==> config.mk <==
export PLATFORM = sky130hd
export DESIGN_NAME = pc_sequencer
export DESIGN_NICKNAME = d
export VERILOG_FILES = /design/src/rtl/pc_sequencer.sv
export SDC_FILE = /design/constraint.sdc
export NUM_CORES = 1
export LEC_CHECK = 0
export ABC_AREA = 1
export CAP_MARGIN = 10
export CORE_MARGIN = 3
export CORE_UTILIZATION = 60
export CTS_BUF_LIST = sky130_fd_sc_hd__clkbuf_16
export CTS_CLUSTER_SIZE = 24
export DETAILED_ROUTE_END_ITERATION = 6
export DONT_BUFFER_PORTS = 1
export PLACE_DENSITY = 0.88
export SLEW_MARGIN = 20
export SYNTH_ARGS = -nofsm -noshare
export SYNTH_HDL_FRONTEND = slang
export SYNTH_SLANG_ARGS = --single-unit
==> constraint.sdc <==
create_clock -name clk -period 1.45 [get_ports clk]
set_clock_uncertainty 0.05 [all_clocks]
set_input_delay 0.29 -clock clk [delete_from_list [all_inputs] [get_ports clk]]
set_output_delay 0.29 -clock clk [all_outputs]
set_load 0.1 [all_outputs]
==> src/rtl/pc_sequencer.sv <==
// -----------------------------------------------------------------------------
// pc_sequencer
//
// Fetch/decode control FSM sitting between the byte-wide program memory, the
// program counter and the datapath. It reads opcodes and operand bytes at the
// address the PC presents, executes control flow (JMP, JMPC, CALL, RET, HALT)
// itself by pulsing the PC command inputs, and offers every other opcode to
// the datapath over a valid/ready handshake.
//
// Ports:
//   clk            clock
//   rst            asynchronous, active-high reset (also resets the PC to 0)
//   mem_data_i     program memory read data, 1-cycle latency from PC address
//   cond_flag_i    datapath condition flag, looked at only for JMPC
//   exec_ready_i   datapath accepts the offered instruction
//   inc_o          PC increment pulse
//   jmp_o          PC jump pulse (target on addr_in_o)
//   call_o         PC call pulse (target on addr_in_o)
//   ret_o          PC return pulse
//   addr_in_o      jump/call target, 0 whenever jmp_o and call_o are low
//   exec_valid_o   datapath instruction offered
//   exec_opcode_o  instruction register contents
//   halted_o       sequencer stopped at HALT
//
// Timing per instruction: NOP/RET 2 cycles, JMP/JMPC/CALL 4 cycles,
// datapath op 3 cycles plus any cycles exec_ready_i is held low.
// -----------------------------------------------------------------------------
module pc_sequencer #(
    parameter logic [7:0] OP_NOP  = 8'h00,
    parameter logic [7:0] OP_JMP  = 8'h10,
    parameter logic [7:0] OP_JMPC = 8'h11,
    parameter logic [7:0] OP_CALL = 8'h12,
    parameter logic [7:0] OP_RET  = 8'h13,
    parameter logic [7:0] OP_HALT = 8'hFF
) (
    input  logic       clk,
    input  logic       rst,
    input  logic [7:0] mem_data_i,
    input  logic       cond_flag_i,
    input  logic       exec_ready_i,
    output logic       inc_o,
    output logic       jmp_o,
    output logic       call_o,
    output logic       ret_o,
    output logic [7:0] addr_in_o,
    output logic       exec_valid_o,
    output logic [7:0] exec_opcode_o,
    output logic       halted_o
);

    typedef enum logic [2:0] {
        ST_FETCH   = 3'd0,
        ST_DECODE  = 3'd1,
        ST_EXEC    = 3'd2,
        ST_OPWAIT  = 3'd3,
        ST_OPERAND = 3'd4,
        ST_HALT    = 3'd5
    } state_e;

    state_e     state_q;
    state_e     state_d;
    logic [7:0] ir_q;
    logic [7:0] ir_d;

    // State and instruction register, asynchronously cleared by rst.
    always_ff @(posedge clk or posedge rst) begin
        if (rst) begin
            state_q <= ST_FETCH;
            ir_q    <= 8'h00;
        end else begin
            state_q <= state_d;
            ir_q    <= ir_d;
        end
    end

    // Next-state and instruction-register update logic.
    always_comb begin
        state_d = state_q;
        ir_d    = ir_q;
        case (state_q)
            ST_FETCH: begin
                // Memory read of the opcode byte is in flight.
                state_d = ST_DECODE;
            end
            ST_DECODE: begin
                ir_d = mem_data_i;
                case (mem_data_i)
                    OP_NOP, OP_RET:           state_d = ST_FETCH;
                    OP_HALT:                  state_d = ST_HALT;
                    OP_JMP, OP_JMPC, OP_CALL: state_d = ST_OPWAIT;
                    // Unlisted opcodes are datapath ops; there is no trap.
                    default:                  state_d = ST_EXEC;
                endcase
            end
            ST_EXEC: begin
                if (exec_ready_i) begin
                    state_d = ST_FETCH;
                end else begin
                    state_d = ST_EXEC;
                end
            end
            ST_OPWAIT: begin
                // Memory read of the operand byte is in flight.
                state_d = ST_OPERAND;
            end
            ST_OPERAND: begin
                state_d = ST_FETCH;
            end
            ST_HALT: begin
                // Only rst leaves HALT.
                state_d = ST_HALT;
            end
            default: begin
                // Unused encodings recover to a clean fetch.
                state_d = ST_FETCH;
            end
        endcase
    end

    // PC command pulses and datapath/status outputs from registered state.
    always_comb begin
        inc_o         = 1'b0;
        jmp_o         = 1'b0;
        call_o        = 1'b0;
        ret_o         = 1'b0;
        addr_in_o     = 8'h00;
        exec_valid_o  = 1'b0;
        halted_o      = 1'b0;
        exec_opcode_o = ir_q;
        case (state_q)
            ST_FETCH: begin
                inc_o = 1'b0;
            end
            ST_DECODE: begin
                case (mem_data_i)
                    OP_NOP:                   inc_o = 1'b1;
                    OP_RET:                   ret_o = 1'b1;
                    // Step the PC onto the operand byte.
                    OP_JMP, OP_JMPC, OP_CALL: inc_o = 1'b1;
                    default:                  inc_o = 1'b0;
                endcase
            end
            ST_EXEC: begin
                exec_valid_o = 1'b1;
                // Handshake cycle: move past the accepted opcode.
                if (exec_ready_i) begin
                    inc_o = 1'b1;
                end else begin
                    inc_o = 1'b0;
                end
            end
            ST_OPWAIT: begin
                inc_o = 1'b0;
            end
            ST_OPERAND: begin
                case (ir_q)
                    OP_JMP: begin
                        jmp_o     = 1'b1;
                        addr_in_o = mem_data_i;
                    end
                    OP_JMPC: begin
                        if (cond_flag_i) begin
                            jmp_o     = 1'b1;
                            addr_in_o = mem_data_i;
                        end else begin
                            // Not taken: skip over the operand byte.
                            inc_o = 1'b1;
                        end
                    end
                    OP_CALL: begin
                        // The PC saves the operand address itself; RET
                        // resumes two bytes later, past the unfetched pad.
                        call_o    = 1'b1;
                        addr_in_o = mem_data_i;
                    end
                    default: begin
                        inc_o = 1'b0;
                    end
                endcase
            end
            ST_HALT: begin
                halted_o = 1'b1;
            end
            default: begin
                halted_o = 1'b0;
            end
        endcase
    end

endmodule

==> results of run 1 <==
## synth_stat cells (all sizes together)
library cell / n
buf: 2
nand4: 1
nand2: 44
a31oi: 1
dfrtp: 11
or2: 1
nand3: 3
inv: 21
a21oi: 9
nor2: 18
o21ai: 9
## cell families after synthesis
kind of cell | Yosys count | synth area share
compound gates | 19 | 0.185
simple gates | 67 | 0.346
flops | 11 | 0.343
buf+inv | 23 | 0.126
## through the flow
stage	area (µm²)	setup TNS, ns
floorplan	940	-7.35
global placement	1370	-3.14
==> results.txt, run 1 <==
The floorplan has 12 rows. The initial utilization of the core area, before any placement, comes to 0.677. During synthesis, Yosys emitted a total of 0 warnings. The top-level port count came out at 34. The flip-flop and latch count after synthesis is 11. The total standard cell area after synthesis is 803 µm². The horizontal die dimension is 42.6 µm. The congestion estimate from routability-driven global placement came to 0.895.

The flow did not finish. The share of the Yosys chip area taken by registers is 0.343. The die is 42.6 µm tall.

The distinct cell type count of the synthesized netlist is 17. The share of synthesized area in the top cell type comes to 0.343. The post-synthesis area per instance is 6.69 µm². The count of buffers inserted at the top-level ports is 0. The first error in the log reads "[ERROR DPL-0038] Utilization greater than 100%, impossible to legalize". dfrtp_1 takes more of the synthesized area than any other cell. After synthesis, the cell types taking the most area are dfrtp_1 (34%), nand2_1 (20%), a21oi_2 (8.7%). Progress stopped at detailed placement (3_5_place_dp). The number of nets produced by synthesis is 132. The cell count after synthesis came out at 120.
==> run 2, diff against run 1 <==
CORE_AREA = 3 3 64 66   (was not set)
CORE_MARGIN = not set   (was 3)
CORE_UTILIZATION = not set   (was 60)
CTS_BUF_LIST = not set   (was sky130_fd_sc_hd__clkbuf_16)
CTS_CLUSTER_SIZE = not set   (was 24)
DIE_AREA = 0 0 67 69   (was not set)
PLACE_DENSITY = not set   (was 0.88)
PLACE_DENSITY_LB_ADDON = 0.15   (was not set)
==> results.txt, run 2 <==
Among all flip-flop cells after synthesis, the most frequent one is dfrtp_1. The layout cell share with drive strength beyond 1 came out at 0.543. The area inside the core boundary is 3630 µm². The routed layout has 886 vias.

The horizontal die dimension is 67 µm (+57%). The startpoint identified for the worst hold timing path is mem_data_i[1]. The library cells used most frequently in the layout, excluding fill and tap cells, are nand2_1 (41), buf_4 (20), inv_1 (13), buf_12 (13), nor2_1 (9). Ranked by total cell area, the synthesized netlist is headed by dfrtp_1 (34%), nand2_1 (20%), a21oi_2 (8.7%). The total standard cell area after synthesis came to 803 µm² (unchanged).

The routed design has 2690 µm of wire. The largest total area in the synthesized netlist belongs to dfrtp_1. The portion of synthesized cell area occupied by the leading cell type was 0.343 (unchanged).

In this run the worst path has a maximum fanout of 5. The CTS buffer count came out at 3. The clock transition at the registers of the reported paths came out at 0.05 ns. The number of buffers on the longest clock path is 2. The commonest non-fill, non-tap cell in the layout is nand2_1. The standby leakage power is 0.647 nW. For hold timing, the worst endpoint is exec_opcode_o[1]. The DRC violation total after the first TritonRoute iteration is 15.

CTS built an H-tree with a depth of 1. The number of buffers and inverters on the critical path is 1. The cell count after synthesis came to 120 (unchanged).

The hold-critical path depth came out at 2. The actual slew at the worst max-slew pin came out at 0.452 ns. The min-delay analysis places its worst path in the category input pin to register.

The clock tree root buffer cell is clkbuf_8. The delay contributed by the slowest stage of the critical path is 0.48 ns. The cell occurring most often along the worst timing path is nor2_4. The worst pin sits at a relative slew slack of 0.698. Data arrives at the worst endpoint at 1.68 ns.

Timing would allow up to 0.496 GHz. The routed design could run at a clock period as short as 2.02 ns. The top-level port count is 34 (unchanged). The final count of negative-setup-slack endpoints is 14. The post-detailed-route DRC marker count came out at 0. The critical path goes through nor2_4 -> nand2_1 -> nor2_4 -> nand2_4 -> a21oi_4 -> buf_12.

The portion of the clock cycle consumed by the worst path in the final layout is 1.39. The number of global-route vias before repair came out at 905. The maximum number of pins on one net before global-route repair is 13.

The global-route wire length before repair came out at 4280 µm. Across the VDD grid, the largest voltage drop is 387 µV. The origin of the critical flop-to-flop path is state_q[1].

For this run, the detailed router's first-pass iteration total came to 3. The vertical extent of the die came out at 69 µm (+62%). The worst setup path is of the register to primary output kind. The final reports fail on setup timing. The kind of cell with the highest combined delay along the critical path is simple AND/OR/NAND/NOR gates. The least setup slack across all paths after layout came out at -0.566 ns. The register with the most flip-flops in the layout has 8 of them. The number of antenna repair diodes is 0. The number of enable flip-flop cells after synthesis came to 0 (unchanged). The worst register-to-register path ends at exec_opcode_o[5]. The cell area power density is 430 nW/µm².

In this run the register-to-register setup slack is 0.18 ns. The floorplan step defined a die boundary enclosing 4620 µm². The critical-path cell with the highest stage delay is dfrtp_4. The flow ran to the end, but the final reports show violations. The initial antenna violation count is 0. The area added between synthesis and finish is 91.3%. STA classifies the critical path startpoint as a register. Once detail routing completed, the nets flagged for antenna violations numbered 0. The warning count from the yosys run came out at 0 (unchanged). The max-capacitance violation count is 0.

The post-placement setup slack came out at -0.394 ns. The flip-flop and latch count after synthesis came to 11 (unchanged). Once layout is complete, the utilization of the core stands at 0.423. The most common cell in the synthesized netlist is nand2_1. The share of async-settable or async-resettable flops after synthesis came out at 1.00 (unchanged).

The placement row count is 22 (+10). At the later pin of the worst-skew pair, clock insertion delay measures 0.23 ns. Ranked by instance count, the synthesized netlist is headed by nand2_1 (42), inv_1 (17), nor2_1 (15).

Setup repair after global routing could not meet its margin everywhere. The via density per instance came out at 4.22. STA classifies the critical path endpoint as a primary output.

TritonCTS built the clock tree. The initial cell density of the core is 0.221 (-0.456). Measured in cells, the most critical reg-to-reg path has a length of 8. The path length in cells of the critical path is 6. The post-synthesis area per instance came to 6.69 µm² (unchanged). For the worst setup path, the data required time is 1.11 ns. The final count of hold timing violations came out at 0. The tree built by TritonCTS fans out to 11 sinks. For this run, the total global-route usage over all layers was measured as 0.121. The number of nets produced by synthesis is 132 (unchanged). The final number of max-transition violations is 0. Dividing the detail-routed wire length by the instance count gives 12.8 µm. The number of nets in the layout came out at 175. The sequential fraction of the synthesis area was 0.343 (unchanged).

The post-DP HPWL came out at 2190 µm. For the final routed database, the setup TNS stands at -6.21 ns. The distinct cell type count of the synthesized netlist is 17 (unchanged).

The count of buffers inserted at the top-level ports was 0 (unchanged). The global placement routability congestion is 0.810 (-9.4%). Summed over all layers, the global routing overflow is 0.
run 2: cell counts after synthesis:
No cell type changed its count.
run 2: power breakdown:
| group | switching [mW] | internal (mW) | total, mW |
|---|---|---|---|
| clock network | 0.117 | 0.193 | 0.311 |
| logic | 0.0267 | 0.0155 | 0.0422 |
| registers | 0 | 0.307 | 0.307 |
| total | 0.144 | 0.516 | 0.660 |
run 2: timing repair:
item                       in CTS  in global routing
pin swaps                       2                  5
setup endpoints to repair      14                 14
gates resized for setup        10                  8
hold endpoints to repair       11                  0
gates cloned                    1                  1
hold buffers                    1                  0
setup buffers                   2                  2
run 2: layer usage:
metal,track usage,part of all wire,wire length (µm)
met3,0.0391,0.036,97
met1,0.136,0.42,1120
met2,0.215,0.53,1430
met4,0.0293,0.013,36
met5,0,0,0
run 2: layout make-up:
class                           instances  area (µm²)
Fill cell                             395        2100
Multi-Input combinational cell         88         582
Timing Repair Buffer                   38         465
Sequential cell                        11         299
Inverter                               21        85.1
Tap cell                               48        60.1
Clock buffer                            4        45.0
run 2: through the flow:
step	std cells	power, mW	instance area [µm²]	hold WS [ns]
finish	210	0.660	1540	0.130
global route	210	0.697	1540	0.150
CTS	210	0.673	1540	0.124
detailed placement	203	0.353	1430	0.169
global placement	203	0.352	1430	0.161
floorplan	120	0.338	940	0.0923
run 2: cells by family (layout without fill, tap and decap cells):
kind of cell           after synthesis  in the layout  synth area share
and+or+nand+nor                     67             69             0.346
buffers and inverters               23             63             0.126
AOI/OAI and AO/OA                   19             19             0.185
DFF                                 11             11             0.343
run 2: worst max path at each step:
stage          slack, ns      endpoint        startpoint
3_3_place_gp       -0.35  addr_in_o[6]  exec_opcode_o[3]
3_5_place_dp       -0.39  addr_in_o[3]  exec_opcode_o[3]
4_1_cts            -0.62  addr_in_o[3]  exec_opcode_o[6]
5_1_grt            -0.63  addr_in_o[3]  exec_opcode_o[3]
6_report           -0.57  addr_in_o[3]  exec_opcode_o[3]
2_1_floorplan      -0.70  addr_in_o[0]  exec_opcode_o[6]
(Power assumes the default switching activity.)
==> run 3, diff against run 2 <==
clock period = 2.3 ns   (was 1.45 ns; I/O delays follow)
==> results.txt, run 3 (synthesis gave the netlist of run 2 again) <==
The final count of hold timing violations came out at 0 (unchanged). The maximum fanout count along the critical path was 9 (+4). The portion of the clock cycle consumed by the worst path in the final layout is 0.962. The worst setup path is launched from a register. The maximum number of pins on one net before global-route repair is 14 (+1). The horizontal die dimension came to 67 µm (unchanged). The sink count of the clock tree came to 11 (unchanged).

The endpoint arrival time on the critical path is 1.70 ns (+0.02 ns). For this design, the slowest cell found on the critical path is dfrtp_4. The most critical setup path has its endpoint at addr_in_o[2]. The combinational share of power came out at 0.048 (-0.016). The post-DP HPWL came to 2000 µm (-8.7%). The worst slew margin relative to its limit is 0.690 (-0.00817). The start point of the critical path is exec_opcode_o[6]. The dominant delay contributor by cell family on the critical path is flip-flops. Setup repair after global routing left no endpoint under its margin. The sequential share of power is 0.475 (+0.010). TritonCTS built the clock tree. The switching share of power is 0.216 (-0.00243). The number of nets in the layout came out at 159 (-9.1%).

The via count of the routed design came to 796 (-10%). The worst register-to-register path begins at state_q[2]. The via density per instance was 4.10 (-2.7%). The clock insertion delay at the later pin of the skew report came out at 0.24 ns (about the same).

The post-detailed-route DRC marker count came out at 0 (unchanged). The area inside the core boundary came out at 3630 µm² (unchanged). The worst setup path is of the register to primary output kind. The first-pass detailed-route iteration total came to 4 (+1). The sort of element at the end of the critical path is a primary output. The top-level port count came out at 34 (unchanged). The global-route wire length before repair came out at 4050 µm (-5.5%). The total track usage came out at 0.114 (-0.00737). The max-capacitance violation count was 0 (unchanged).

Relative to the synthesized area, the layout overhead comes to 65.4%. The path length in cells of the critical path came out at 6 (unchanged). The flip-flop and latch area came out at 295 µm² (-1.3%). The minimum clock period after layout came out at 2.21 ns. The area enclosed by the die boundary came to 4620 µm² (unchanged). The maximum clock frequency is 0.452 GHz. The clock transition at the registers of the reported paths came out at 0.05 ns (about the same). The DRC violation total after the first TritonRoute iteration was 18 (+3).

The cts-stage hold buffer count is 0 (-1). The clock share of power came out at 0.477 (+0.006). The number of flip-flops in the largest register came to 8 (unchanged).

The count of nets left with antenna violations after detail routing came out at 0 (unchanged). The maximum vdd ir drop came out at 195 µV (-50%). The data required time of the worst path came to 1.79 ns (+0.68 ns).

The number of antenna repair diodes came to 0 (unchanged). The delay contributed by the slowest stage of the critical path was 0.47 ns (about the same). The placement row count is 22 (unchanged). The number of cells on the worst reg-to-reg path is 6 (-2).

The area used by multi-input combinational logic came to 536 µm² (-8.0%). The final number of max-transition violations was 0 (unchanged). Leaving out fill and tap cells, the most frequent cell in the layout is nand2_1. The count of buffers inserted at the top-level ports is 0 (unchanged). The actual slew at the worst max-slew pin is 0.464 ns (+0.0122 ns). The layout cell share with drive strength beyond 1 was 0.452 (-0.0912). The initial antenna violation count came to 0 (unchanged). The number of buffers on the longest clock path is 2 (unchanged). The flow ran to the end, and the final reports show no timing, DRC or antenna violations.

Walking the worst path, the cells encountered are nor2_2 -> nand3_2 -> or2_1 -> buf_6 -> a21oi_4 -> buf_12. The final wirelength is 2410 µm (-10%). The overall overflow remaining after global route came out at 0 (unchanged). The cell area power density came out at 307 nW/µm² (-29%). The number of setup buffers added after CTS is 0 (-2). The final count of negative-setup-slack endpoints is 0 (-14). The number of H-tree branching levels came to 1 (unchanged). The min-delay analysis places its worst path in the category input pin to asynchronous set/reset pin.

The global placement routability congestion is 0.764 (-5.7%). The clock tree root buffer cell is clkbuf_8. The number of global-route vias before repair is 820 (-9.4%). The number of instances in the placed design came out at 189 (-6.9%). Leaving out fill and tap cells, the most frequent cells in the layout are nand2_1 (41), inv_1 (17), buf_12 (11), buf_4 (11), nor2_1 (9). The reg2reg setup slack was 1.00 ns (+0.82 ns). The worst hold slack was 0.0706 ns (-0.0597 ns).

The total buffers and inverters traversed by the critical path is 2 (+1). The endpoint identified for the worst register-to-register timing path is state_q[1]. The fill cell total of the finished layout is 397 (+0.51%). The CTS buffer count came out at 3 (unchanged). The number of standard cells in the final layout excluding fillers is 194 (-7.6%). The switching power summed over all nets came out at 0.0881 mW (-39%). The initial cell density of the core came out at 0.221 (unchanged). The standby leakage power was 0.563 nW (-13%). The average wire per cell in the routed design came out at 12.4 µm (-2.9%). The vertical extent of the die is 69 µm (unchanged). The internal power component is 0.320 mW (-38%).
==> run 3: power by group through the flow <==
| stage | combinational [mW] | sequential, mW | clock (mW) |
|---|---|---|---|
| floorplan | 0.0158 | 0.197 | 0 |
| global route | 0.0228 | 0.193 | 0.217 |
| finish | 0.0196 | 0.194 | 0.195 |
| global placement | 0.0195 | 0.197 | 0 |
| CTS | 0.0201 | 0.194 | 0.205 |
| detailed placement | 0.0198 | 0.197 | 0 |
==> run 3: metrics by stage <==
| step | area [µm²] | total power, mW | setup TNS, ns | utilization | worst slack [ns] |
|---|---|---|---|---|---|
| finish | 1330 | 0.408 | 0 | 0.366 | 0.0884 |
| global route | 1330 | 0.433 | 0 | 0.366 | 0.00132 |
| CTS | 1310 | 0.418 | 0 | 0.360 | 0.0206 |
| detailed placement | 1260 | 0.217 | 0 | 0.346 | 0.264 |
| global placement | 1260 | 0.217 | 0 | 0.346 | 0.239 |
| floorplan | 908 | 0.213 | -0.198 | - | -0.0247 |
==> run 3: how the worst min path moves through the flow <==
stage,startpoint,end,slack [ns],depth (start not counted)
after global routing,rst,state_q[1],0.1,1
after detailed placement,rst,state_q[0],0.35,1
final,rst,state_q[0],0.07,1
after CTS,rst,state_q[0],0.09,1
after global placement,rst,state_q[0],0.34,1
after floorplan,rst,state_q[0],0.26,1
==> run 3: final cells by class <==
cell class,instances,share of cell area
clock buffer,4,0.0339
inverter,21,0.0593
multi-input combinational,87,0.403
sequential,11,0.222
tap,48,0.0452
timing repair buffer,23,0.236
==> run 3: metal layers <==
layer / share of wire / global-route usage / up-vias
li1: - / - / 416
met1: 0.44 / 0.143 / 359
met2: 0.51 / 0.187 / 21
met3: 0.056 / 0.0440 / 0
met4: 0 / 0.0135 / 0
met5: 0 / 0 / -
==> run 3: timing repair <==
action,in CTS,in global routing
pin swaps,0,1
gates resized for setup,1,4
endpoints found under the setup margin,3,9
cloned,0,1
hold endpoints to repair,0,0
==> run 4, diff against run 3 <==
CORE_AREA = 2 2 63 65   (was 3 3 64 66)
DIE_AREA = 0 0 65 67   (was 0 0 67 69)
==> results.txt, run 4 (synthesis gave the netlist of run 2 again) <==
The area added between synthesis and finish is 62.8%. The post-detailed-placement cell area is 1260 µm² (unchanged). The standby leakage power came out at 0.561 nW (-0.28%). The average wire per cell in the routed design is 11.8 µm (-5.3%).

The maximum fanout count along the critical path came out at 9 (unchanged). The via count of the routed design came out at 794 (-0.25%). The final count of hold timing violations came to 0 (unchanged).

The number of flip-flops in the largest register is 8 (unchanged). The maximum clock frequency is 0.451 GHz (-0.21%). The maximum number of pins on one net before global-route repair came out at 14 (unchanged). The endpoint arrival time on the critical path is 1.71 ns (about the same). The worst slew margin relative to its limit came out at 0.706 (+0.0153). The fill cell total of the finished layout came out at 373 (-6.0%). The number of buffers on the longest clock path is 2 (unchanged).

The reg2reg setup slack is 1.01 ns (about the same). The maximum vdd ir drop came out at 227 µV (+17%). The area enclosed by the die boundary is 4360 µm² (-5.8%). The cell sitting at the root of the clock tree is a clkbuf_8. The endpoint of the lowest-slack register-to-register path is state_q[1].

The top-level port count is 34 (unchanged). The top cell types in the final layout, fill and taps aside, are nand2_1 (42), inv_1 (17), buf_12 (11), buf_4 (11), nor2_1 (10). The final number of max-transition violations is 0 (unchanged). The global placement routability congestion is 0.788 (+3.1%). The number of global-route vias before repair is 819 (-0.12%). The final standard cell area without fillers came out at 1310 µm² (-1.6%). The area inside the core boundary came to 3610 µm² (-0.76%). The layout cell share with drive strength beyond 1 came out at 0.428 (-0.0245).

The post-placement setup slack came to 0.300 ns (+0.0361 ns). The minimum clock period after layout is 2.22 ns (+0.00474 ns). The number of nets in the layout is 158 (-0.63%). The initial antenna violation count came out at 0 (unchanged). The area used by multi-input combinational logic came to 514 µm² (-4.0%). The post-DP HPWL is 1910 µm (-4.5%). The count of buffers inserted at the top-level ports came out at 0 (unchanged).

The global-route wire length before repair is 3770 µm (-6.8%). The portion of the clock cycle consumed by the worst path in the final layout came out at 0.964 (+0.00206). The cell area power density is 311 nW/µm² (+1.4%).

Setup repair after global routing could not meet its margin everywhere. The max-capacitance violation count came out at 0 (unchanged). The number of cells on the worst reg-to-reg path is 6 (unchanged). The clock transition at the registers of the reported paths is 0.05 ns (about the same). The vertical extent of the die is 67 µm (-2.9%). The final count of negative-setup-slack endpoints came out at 0 (unchanged).

The sort of element at the end of the critical path is a primary output. The first-pass detailed-route iteration total came out at 4 (unchanged). The number of standard cells in the final layout excluding fillers came to 193 (-0.52%).

The sink count of the clock tree came out at 11 (unchanged). The data required time of the worst path is 1.79 ns (about the same). The final wirelength was 2270 µm (-5.8%). The run finished with clean final reports. The total track usage is 0.114 (+0.000831).

STA classifies the critical path startpoint as a register. The initial cell density of the core was 0.223 (+0.00169). The number of H-tree branching levels came to 1 (unchanged).

The count of nets left with antenna violations after detail routing is 0 (unchanged). The via density per instance came out at 4.11 (+0.27%). The actual slew at the worst max-slew pin is 0.441 ns (-0.0230 ns). The CTS tree is yes. The critical path is of the register to primary output type. The path class of the tightest hold or removal check is input pin to asynchronous set/reset pin. The number of antenna repair diodes came out at 0 (unchanged). The post-detailed-route DRC marker count was 0 (unchanged). The commonest non-fill, non-tap cell in the layout is nand2_1.

The overall overflow remaining after global route is 0 (unchanged). The DRC violation total after the first TritonRoute iteration is 20 (+2). The clock insertion delay at the later pin of the skew report is 0.23 ns (about the same).

The placement row count was 22 (unchanged). The CTS buffer count came out at 3 (unchanged). The startpoint identified for the worst register-to-register timing path is state_q[2]. The horizontal die dimension is 65 µm (-3.0%). The number of instances in the placed design is 189 (unchanged). The least setup slack across all paths after layout is 0.0836 ns (-0.00474 ns).

The flip-flop and latch area is 295 µm² (unchanged).
## run 4: cell types whose count changed in the layout (fill, tap and decap cells not counted)
| cell | previous run | this run |
|---|---|---|
| nand3_1 | 2 | 3 |
| nor2_1 | 9 | 10 |
| nand2_1 | 41 | 42 |
| nand3_2 | 1 | 0 |
| nor2_4 | 4 | 3 |
| nand2_2 | 3 | 1 |
## run 4: what timing repair did
action | 4_1_cts | 5_1_grt
endpoints found under the setup margin | 0 | 8
hold endpoints to repair | 0 | 0
hold buffers | 0 | 0
buffers inserted | 0 | 0
gates resized for setup | 0 | 1
## run 4: layout make-up
cell class / instances / area share
multi-input cells: 86 / 0.393
repair buffers: 23 / 0.240
flip-flops and latches: 11 / 0.226
inverters: 21 / 0.0603
clock buffers: 4 / 0.0344
well taps: 48 / 0.0459
## run 4: critical path: stages, from the launching register on
cell and delay, ns:
dfrtp_4 0.47, nor2_1 0.10, nand3_1 0.11, or2_1 0.24, buf_6 0.18, a21oi_4 0.18, buf_12 0.19
## run 4: worst max path at each step
stage                           startpoint            to  depth (start not counted)
after floorplan           exec_opcode_o[6]  addr_in_o[0]                          5
after global placement    exec_opcode_o[6]  addr_in_o[0]                          6
after detailed placement  exec_opcode_o[6]  addr_in_o[0]                          6
after CTS                 exec_opcode_o[6]  addr_in_o[0]                          6
after global routing      exec_opcode_o[6]  addr_in_o[1]                          6
final                     exec_opcode_o[6]  addr_in_o[1]                          6
## run 4: stage by stage
step,TNS [ns],util,hold slack [ns],power (mW)
5_1_grt,-0.0192,0.363,0.0962,0.429
6_report,0,0.363,0.0592,0.407
4_1_cts,0,0.362,0.0792,0.417
3_3_place_gp,0,0.349,0.334,0.217
2_1_floorplan,-0.198,-,0.262,0.213
3_5_place_dp,0,0.349,0.337,0.217
## run 4: power breakdown
part / switching (mW) / total, mW / internal, mW
Clock: 0.0725 / 0.194 / 0.122
Combinational: 0.0146 / 0.0191 / 0.00451
Sequential: 0 / 0.194 / 0.194
Total: 0.0871 / 0.407 / 0.320
## run 4: metal layers
| metal | track usage | up-vias | routed length (µm) |
|---|---|---|---|
| li1 | - | 419 | - |
| met1 | 0.139 | 356 | 997 |
| met2 | 0.192 | 17 | 1130 |
| met3 | 0.0490 | 2 | 138 |
| met4 | 0.0160 | 0 | 4 |
| met5 | 0 | - | 0 |
